[src/rtl/siphash_pkg.sv]
// siphash_pkg: shared constants, types and helpers for the SipHash engine.
//   SIP_C0..SIP_C3 : initialisation vectors XORed with the key halves
//   SIP_FIN_XOR    : constant XORed into v2 before finalization
//   sip_state_t    : control FSM states
//   sip_vec_t      : the 256-bit v0..v3 working state
//   tail_mask()    : byte-enable mask for a partial last word
//   rotl64()       : 64-bit rotate left
package siphash_pkg;

  localparam logic [63:0] SIP_C0      = 64'h736f6d6570736575;
  localparam logic [63:0] SIP_C1      = 64'h646f72616e646f6d;
  localparam logic [63:0] SIP_C2      = 64'h6c7967656e657261;
  localparam logic [63:0] SIP_C3      = 64'h7465646279746573;
  localparam logic [63:0] SIP_FIN_XOR = 64'h00000000000000ff;

  typedef enum logic [2:0] {
    IDLE, ACCEPT, COMP, PAD, FIN_INIT, FINAL, DONE
  } sip_state_t;

  typedef struct packed {
    logic [63:0] v3;
    logic [63:0] v2;
    logic [63:0] v1;
    logic [63:0] v0;
  } sip_vec_t;

  // Keep bytes [0 .. bytes-1]; bytes >= 8 keeps the whole word.
  function automatic logic [63:0] tail_mask(input logic [3:0] bytes);
    logic [63:0] mask;
    mask = '0;
    for (int i = 0; i < 8; i++)
      if (4'(i) < bytes) mask[8*i +: 8] = 8'hff;
    return mask;
  endfunction

  function automatic logic [63:0] rotl64(input logic [63:0] x, input int unsigned s);
    return (x << s) | (x >> (64 - s));
  endfunction

endpackage

[src/rtl/sip_round.sv]
// sip_round: one combinational SipRound (ARX network) over v0..v3.
//   v      : state in
//   v_next : state after one round
module sip_round
  import siphash_pkg::*;
(
  input  sip_vec_t v,
  output sip_vec_t v_next
);

  logic [63:0] a0, a1, a2, a3;

  always_comb begin
    a0 = v.v0;
    a1 = v.v1;
    a2 = v.v2;
    a3 = v.v3;
    a0 = a0 + a1; a1 = rotl64(a1, 13); a1 = a1 ^ a0; a0 = rotl64(a0, 32);
    a2 = a2 + a3; a3 = rotl64(a3, 16); a3 = a3 ^ a2;
    a0 = a0 + a3; a3 = rotl64(a3, 21); a3 = a3 ^ a0;
    a2 = a2 + a1; a1 = rotl64(a1, 17); a1 = a1 ^ a2; a2 = rotl64(a2, 32);
    v_next = '{v3: a3, v2: a2, v1: a1, v0: a0};
  end

endmodule

[src/rtl/siphash_core.sv]
// siphash_core: sequential SipHash-c-d engine.
//   clk, rst                         : clock, async active-high reset
//   start, key                       : begin a new hash (IDLE only), latch key
//   msg_valid/ready/data/last/bytes  : 64-bit message word stream
//   hash_valid/ready, hash           : 64-bit tag output
//   busy                             : high whenever not IDLE
// ROUNDS_PER_CYCLE sip_round instances are chained combinationally, so each
// COMP/FINAL cycle advances the state by that many rounds.
module siphash_core
  import siphash_pkg::*;
#(
  parameter int C_ROUNDS         = 2,
  parameter int D_ROUNDS         = 4,
  parameter int ROUNDS_PER_CYCLE = 1
) (
  input  logic         clk,
  input  logic         rst,
  input  logic         start,
  input  logic [127:0] key,
  input  logic         msg_valid,
  output logic         msg_ready,
  input  logic [63:0]  msg_data,
  input  logic         msg_last,
  input  logic [3:0]   msg_bytes,
  output logic         hash_valid,
  input  logic         hash_ready,
  output logic [63:0]  hash,
  output logic         busy
);

  localparam int C_CYC = C_ROUNDS / ROUNDS_PER_CYCLE;
  localparam int D_CYC = D_ROUNDS / ROUNDS_PER_CYCLE;

  if (!(ROUNDS_PER_CYCLE == 1 || ROUNDS_PER_CYCLE == 2) ||
      C_ROUNDS < 1 || D_ROUNDS < 1 ||
      (C_ROUNDS % ROUNDS_PER_CYCLE) != 0 || (D_ROUNDS % ROUNDS_PER_CYCLE) != 0) begin : g_param_chk
    $error("siphash_core: ROUNDS_PER_CYCLE must be 1 or 2 and divide C_ROUNDS and D_ROUNDS");
  end

  sip_state_t  state;
  sip_vec_t    v;
  sip_vec_t    vr;        // v after ROUNDS_PER_CYCLE rounds
  logic [63:0] m;         // block being compressed, XORed into v0 at the end
  logic [63:0] count;     // message byte count, only [7:0] reaches the tag
  logic        lastblk;   // current block carries the length byte
  logic        padpend;   // full last word: a length-only block follows
  logic [7:0]  rnd;
  logic [3:0]  eff_bytes;
  logic [63:0] m_in;
  logic [63:0] m_pad;

  // Round chain
  for (genvar g = 0; g < ROUNDS_PER_CYCLE; g++) begin : g_rnd
    sip_vec_t s_in, s_out;
    if (g == 0) begin : g_first
      assign s_in = v;
    end else begin : g_next
      assign s_in = g_rnd[g-1].s_out;
    end
    sip_round u_round (.v(s_in), .v_next(s_out));
  end
  assign vr = g_rnd[ROUNDS_PER_CYCLE-1].s_out;

  // Incoming word: non-last words are always 8 bytes; a last word over 8
  // saturates. A short last word gets its tail masked and the length byte
  // merged into the top byte (which the mask has already cleared).
  always_comb begin
    eff_bytes = 4'd8;
    if (msg_last && msg_bytes < 4'd8) eff_bytes = msg_bytes;
    m_in = msg_data;
    if (msg_last && eff_bytes != 4'd8)
      m_in = (msg_data & tail_mask(eff_bytes)) |
             {count[7:0] + {4'd0, eff_bytes}, 56'd0};
  end

  assign m_pad = {count[7:0], 56'd0};

  always_ff @(posedge clk or posedge rst) begin
    if (rst) begin
      state      <= IDLE;
      v          <= '0;
      m          <= '0;
      count      <= '0;
      lastblk    <= 1'b0;
      padpend    <= 1'b0;
      rnd        <= '0;
      msg_ready  <= 1'b0;
      hash_valid <= 1'b0;
      hash       <= '0;
      busy       <= 1'b0;
    end else begin
      case (state)
        IDLE: if (start) begin
          v         <= '{v3: key[127:64] ^ SIP_C3, v2: key[63:0] ^ SIP_C2,
                         v1: key[127:64] ^ SIP_C1, v0: key[63:0] ^ SIP_C0};
          count     <= '0;
          lastblk   <= 1'b0;
          padpend   <= 1'b0;
          rnd       <= '0;
          msg_ready <= 1'b1;
          busy      <= 1'b1;
          state     <= ACCEPT;
        end
        ACCEPT: if (msg_valid) begin
          v.v3      <= v.v3 ^ m_in;
          m         <= m_in;
          count     <= count + {60'd0, eff_bytes};
          if (msg_last) begin
            if (eff_bytes == 4'd8) padpend <= 1'b1;
            else                   lastblk <= 1'b1;
          end
          rnd       <= '0;
          msg_ready <= 1'b0;
          state     <= COMP;
        end
        COMP: begin
          v   <= vr;
          rnd <= rnd + 8'd1;
          if (rnd == 8'(C_CYC - 1)) begin
            v.v0 <= vr.v0 ^ m;
            rnd  <= '0;
            if (padpend) begin
              padpend <= 1'b0;
              state   <= PAD;
            end else if (lastblk) begin
              state   <= FIN_INIT;
            end else begin
              msg_ready <= 1'b1;
              state     <= ACCEPT;
            end
          end
        end
        PAD: begin
          v.v3    <= v.v3 ^ m_pad;
          m       <= m_pad;
          lastblk <= 1'b1;
          state   <= COMP;
        end
        FIN_INIT: begin
          v.v2  <= v.v2 ^ SIP_FIN_XOR;
          rnd   <= '0;
          state <= FINAL;
        end
        FINAL: begin
          v   <= vr;
          rnd <= rnd + 8'd1;
          if (rnd == 8'(D_CYC - 1)) begin
            hash       <= vr.v0 ^ vr.v1 ^ vr.v2 ^ vr.v3;
            hash_valid <= 1'b1;
            rnd        <= '0;
            state      <= DONE;
          end
        end
        DONE: if (hash_ready) begin
          hash_valid <= 1'b0;
          busy       <= 1'b0;
          state      <= IDLE;
        end
        default: state <= IDLE;
      endcase
    end
  end

endmodule

[config.mk]
export PLATFORM = sky130hd
export DESIGN_NAME = siphash_core
export DESIGN_NICKNAME = d
export VERILOG_FILES = /design/src/rtl/siphash_pkg.sv /design/src/rtl/sip_round.sv /design/src/rtl/siphash_core.sv
export SDC_FILE = /design/constraint.sdc
export NUM_CORES = 2
export LEC_CHECK = 0
export CAP_MARGIN = 10
export CORE_MARGIN = 10
export CORE_UTILIZATION = 30
export CTS_BUF_LIST = sky130_fd_sc_hd__clkbuf_8
export DETAILED_ROUTE_END_ITERATION = 8
export PLACE_DENSITY = 0.54
export SETUP_SLACK_MARGIN = 0.4
export SLEW_MARGIN = 25
export SYNTH_ARGS = -nofsm -noshare
export SYNTH_HDL_FRONTEND = slang
export SYNTH_SLANG_ARGS = --single-unit
[constraint.sdc]
create_clock -name clk -period 19.6 [get_ports clk]
set_input_delay 2.94 -clock clk [delete_from_list [all_inputs] [get_ports clk]]
set_output_delay 2.94 -clock clk [all_outputs]
set_load 0.05 [all_outputs]
* Word-level counts from Yosys, hierarchy flattened *
Index checks and enable logic that the tools add are counted.

storage, ports and cells
  register bits after elaboration = 464
  input port bits = 202
  output and inout port bits = 67
  word-level logic and storage cells = 166

operators by class
  add/sub/neg operators = 7
  order comparisons = 9
  equal/unequal tests = 20
  multiplexer cells = 62
  bitwise logic cells = 24
  reductions and logical operators = 29

operators with widths
  kind              count
  $xor 64x64->64    10
  $mux 64           6
  $pmux 128 s3      1
  $add 64x64->64    4
  $mux 256          1
  $pmux 64 s2       2
  $pmux 64 s4       1
  $pmux 64 s3       1
  $mux 8            20
  $or 64x32->64     2
  $add 64x4->64     1
  $and 64x64->64    1
  $or 64x13->64     1
  $or 64x16->64     1
  $or 64x17->64     1
  $or 64x21->64     1
  $or 64x64->64     1
  $pmux 8 s5        1
  $not 37->37       1
  $not 35->35       1
  $not 34->34       1
  $not 32->32       1
  $mux 3            7
  $pmux 3 s7        1
  31 further kinds  83

* Depth between registers and ports, before layout *
  word-level depth = 12
  depth in mapped cells = 27
  mapped depth without buffers = 26

* Hierarchy *
Synthesis repeated with hierarchy kept, for this count alone.

second synthesis, totals
  cell total of the unflattened synthesis = 5333
  area, all modules = 41174.5 um2

by module, submodules not included
  module        instances  cells each  area an instance (um2)  seq. area each (um2)
  siphash_core  1          2725        22914.5                 10209.8
  sip_round     1          2608        18260.0                 0.0

* Worst setup path before layout *
OpenSTA, ideal clock, no wires.

  path kind = reg-to-reg
  from = register g_rnd[0].s_in[64] (netlist name)
  to = register hash[63]
  setup time = 125 ps
  arrival time = 5664 ps
  required time = 19475 ps
  setup slack = 13812 ps
  stages on the path, launching flop included = 26
  path buffers = 0
  clock period less this slack = 5788 ps
  cells stage by stage = dfrtp_1 > ha_1 > inv_1 > fa_1 > nand2b_1 > a21oi_1 > or2_2 > a21o_1 > a21oi_1 > o21bai_1 > a21oi_1 > xnor2_1 > xor2_1 > ha_1 > and3_1 > a221o_1 > a221oi_4 > o2111ai_1 > a41oi_2 > a41oi_2 > a21oi_2 > o21ai_1 > xnor2_1 > xnor2_2 > xnor3_1 > mux2_2

between the ends
  longest elaborated chain between the ends = 7
  elaborated cells on any way between the ends = 13
  classes of those cells = add/sub (3); bitwise (10)

RTL lines
  item                                                    RTL line                            source
  $add 64x64->64 / $or 64x13->64 (equally long branches)  sip_round.sv:18, siphash_pkg.sv:37
  $xor 64x64->64                                          sip_round.sv:18                     a0 = a0 + a1; a1 = rotl64(a1, 13); a1 = a1 ^ a0; a0 = rotl64(a0, 32);
  $add 64x64->64 / $or 64x17->64 (equally long branches)  sip_round.sv:21, siphash_pkg.sv:37
  $xor 64x64->64                                          sip_round.sv:21                     a2 = a2 + a1; a1 = rotl64(a1, 17); a1 = a1 ^ a2; a2 = rotl64(a2, 32);
  $xor 64x64->64 (2 in a row)                             siphash_core.sv:148                 hash <= vr.v0 ^ vr.v1 ^ vr.v2 ^ vr.v3;
  $xor 64x64->64 (*)                                      siphash_core.sv:148
  to (signal assigned)                                    siphash_core.sv:148
  to (decl)                                               siphash_core.sv:27                  output logic [63:0] hash,

Every way passes the cells marked *; elsewhere a longest branch is shown, timed or not.
A chain may end at the register's enable or synchronous reset.

* Worst setup path after layout *
  from = register g_rnd[0].s_in[68] (netlist name)
  to = register hash[28]

between the ends
  longest elaborated chain between the ends = 7
  elaborated cells on any way between the ends = 13
  classes of those cells = add/sub (3); bitwise (10)

RTL lines
  item                                                    RTL line
  $add 64x64->64 / $or 64x13->64 (equally long branches)  sip_round.sv:18, siphash_pkg.sv:37
  $xor 64x64->64                                          sip_round.sv:18
  $add 64x64->64 / $or 64x17->64 (equally long branches)  sip_round.sv:21, siphash_pkg.sv:37
  $xor 64x64->64                                          sip_round.sv:21
  $xor 64x64->64 (2 in a row)                             siphash_core.sv:148
  $xor 64x64->64 (*)                                      siphash_core.sv:148

Marked as above.

==> impl_metrics.csv <==
group,metric,value,unit
detailed_routing,drc,0,
min_path,hold_path_class,"reg -> reg",
detailed_routing,totalWireLength,324000,microns
place,port_buffers,268,
clocking,cts-root-buf,"clkbuf_8",
logic_synthesis,syn_area,38800,sq um
detailed_routing,viasPerCell,6.43,
logic_synthesis,synth-async-reset-ratio,100,%
clocking,cts_buffers,91,
floorplanning,start_util,30.3,%
cells_and_area,final_common_cell,"nand2_1",
clocking,clk_pin_slew,0.08,ns
sta,worstMarginPinSlew,1.39,ns
clocking,cts_setup_buffers,0,
global_routing,gr-total-overflow,0,
detailed_routing,ant_nets,0,
detailed_routing,wire_per_inst,46.6,microns
floorplanning,dieArea,144000,sq um
clocking,clock-sinks,408,
worst_setup_path,worst-path-max-fanout,8,
logic_synthesis,ys_types,98,
global_routing,grt_antenna_before_repair,68,
sta,hold_violations,0,
global_routing,grt_max_degree,133,
flow_run,timing.max_cap.violations,0,
status,outcome,"completed",
logic_synthesis,ys_warn_count,0,
clocking,clockBufferDepth,3,
worst_setup_path,r2r_setup_slack,10.78,ns
sta,slew_violations,0,
floorplanning,io_pins,269,
cells_and_area,nets,5596,
logic_synthesis,synth_ff_type,"dfrtp_1",
sta,fin_skew,0.0748,ns
detailed_routing,num_vias,44800,
clocking,clk-insertion-delay-late,0.88,ns
worst_setup_path,crit_path_end_kind,"flop",
logic_synthesis,synth-edff-count,0,
clocking,cts_resized,0,
sta,fmax,0.113,GHz
sta,rsz0062_at_grt,"false",
logic_synthesis,syn_area_per_cell,7.92,sq um
clocking,holdBufCountCts,0,
place,dp.final_hpwl,272000,microns
cells_and_area,most-common-layout-cells,"nand2_1 (647), o21ai_0 (450), a21oi_1 (422)",
logic_synthesis,netlist_instances,4893,
cells_and_area,drive_gt1_share,8.88,%
sta,finalSetupTns,0,ns
cells_and_area,syn_to_final_growth,20.3,%
global_routing,grt_pass1_wl,416000,microns
floorplanning,die_w,380,microns
worst_setup_path,path_class,"reg -> reg",
floorplanning,rows,131,
sta,setup_viol,0,
global_routing,grt_util_all_layers,42.7,%
logic_synthesis,yosys_register_bits,408,
clocking,cts_tree,"built",
sta,max_slew_margin,6.34,%
floorplanning,core-area,128000,sq um
detailed_routing,drtPass1Iterations,8,
global_routing,grt_pass1_vias,41500,
cells_and_area,num-fill-cells,13600,
sta,period_minus_slack,8.82,ns
floorplanning,dieHeight,380,microns
worst_setup_path,worst_setup_path_start_kind,"flop",
detailed_routing,first_iter_violations,6998,
logic_synthesis,yosysSeqAreaShare,26.3,%
worst_setup_path,worstPathRequired,20.37,ns
clocking,htree_levels,3,
logic_synthesis,synth_nets,5358,
sta,fin_crit_sh,45.0,%
worst_setup_path,worstPathArrival,9.59,ns
place,gp_congestion,1.13,
-- logic make-up (layout without fill, tap and decap cells) --
logic type	count (synthesis)	in the layout	share of synthesized area [%]
AND/OR/NAND/NOR	1410	1410	15.9
buffers and inverters	387	694	3.76
flip-flops	408	408	26.3
XOR/XNOR	754	754	17.8
other	0	28	0
adder cells (fa/ha/maj)	263	263	8.58
AO/OA/AOI/OAI	1645	1645	26.9
multiplexers	26	26	0.713
-- layer usage --
layer | vias to the layer above | share of wire, % | GRT usage, %
li1 | 18000 | - | -
met1 | 22400 | 39 | 52.7
met2 | 3442 | 39 | 59.3
met3 | 904 | 12 | 15.4
met4 | 42 | 9.7 | 34.2
met5 | - | 0.081 | 0
-- stage by stage --
stage | utilization [%] | area, sq um | std cells | hold slack [ns] | setup WS [ns]
after floorplan | - | 38800 | 4893 | 0.466 | 5.31
after detailed placement | 34.8 | 44600 | 6765 | 0.469 | 11.32
after CTS | 36.3 | 46500 | 6927 | 0.480 | 11.32
after global routing | 36.4 | 46600 | 6937 | 0.498 | 10.93
final | 36.4 | 46600 | 6957 | 0.474 | 10.78
after global placement | 34.5 | 44200 | 6759 | 0.460 | 9.39
-- path summary, 6_finish.rpt --
| check | from | end | cells after the start |
|---|---|---|---|
| setup / recovery | g_rnd[0].s_in[68] | hash[28] | 22 |
| hold / removal | hash[20] | hash[20] | 2 |
| setup reg to reg | g_rnd[0].s_in[68] | hash[28] | 22 |
| hold reg to reg | hash[20] | hash[20] | 2 |
| max in group asynchronous | rst | g_rnd[0].s_in[44] | 4 |
| min in group asynchronous | rst | g_rnd[0].s_in[230] | 2 |
-- final cells by class --
| type | instances | area (sq um) | share of cell area, % |
|---|---|---|---|
| clock buffer | 117 | 1610 | 3.45 |
| inverter | 117 | 447 | 0.958 |
| antenna | 28 | 70.1 | 0.150 |
| tap | 1729 | 2160 | 4.64 |
| sequential | 408 | 10200 | 21.9 |
| clock inverter | 45 | 318 | 0.681 |
| multi-input combinational | 4098 | 28000 | 60.0 |
| timing repair buffer | 415 | 3820 | 8.20 |
-- state kept, by name (all words and copies together), names as in the netlist --
signal,count
g_rnd.s_in,256
hash,64
m,64
count,8
rnd,8
state,3
busy,1
hash_valid,1
lastblk,1
msg_ready,1
padpend,1
-- worst max-delay path, cell delays in order, from the launching register on --
cell	delay (ns)
dfrtp_1	0.65
ha_1	0.38
a21oi_1	0.15
o21ai_1	0.15
o21ai_0	0.73
o211ai_1	0.28
o31ai_1	0.62
nand2b_1	0.14
xor2_1	0.49
xor2_2	0.63
ha_1	0.65
a21o_1	0.29
a21o_1	0.17
a21oi_1	0.22
nor2b_1	0.08
a211o_1	0.34
a21bo_1	0.20
a41oi_2	0.43
o21ai_0	0.26
a21oi_1	0.36
xor2_2	0.96
xnor2_1	0.30
o21ai_0	0.21
-- synth_stat cells (17+ instances only) --
library cell  number  area share, %
nor2b_1           31           0.50
o221ai_1          21           0.47
a22o_1            22           0.50
o21bai_1          52            1.0
a21o_1           145            2.8
clkbuf_1         246            2.4
nor2_1           356            3.4
o21ai_0          453            5.8
xor2_1           319            7.2
o21a_1            44           0.85
or3_1             17           0.27
a221oi_1          56            1.3
xnor2_1          413            9.3
nand4_1           61           0.98
a21oi_1          422            5.4
and2_1            29           0.47
o21ai_1           40           0.52
o22ai_1           35           0.56
and3_1            31           0.50
a31oi_1           67            1.1
nand3_1          108            1.4
nand2_1          654            6.3
inv_1            116            1.1
nand2b_1          24           0.39
nor3_1            46           0.59
dfrtp_1          408             26
o211ai_1          51           0.99
buf_1             21           0.20
ha_1             258            8.3
a211oi_1          36           0.70
a22oi_1           26           0.50
Power is not shown: default switching activity piles up to over one toggle a cycle in this logic, so the estimate is an artifact.
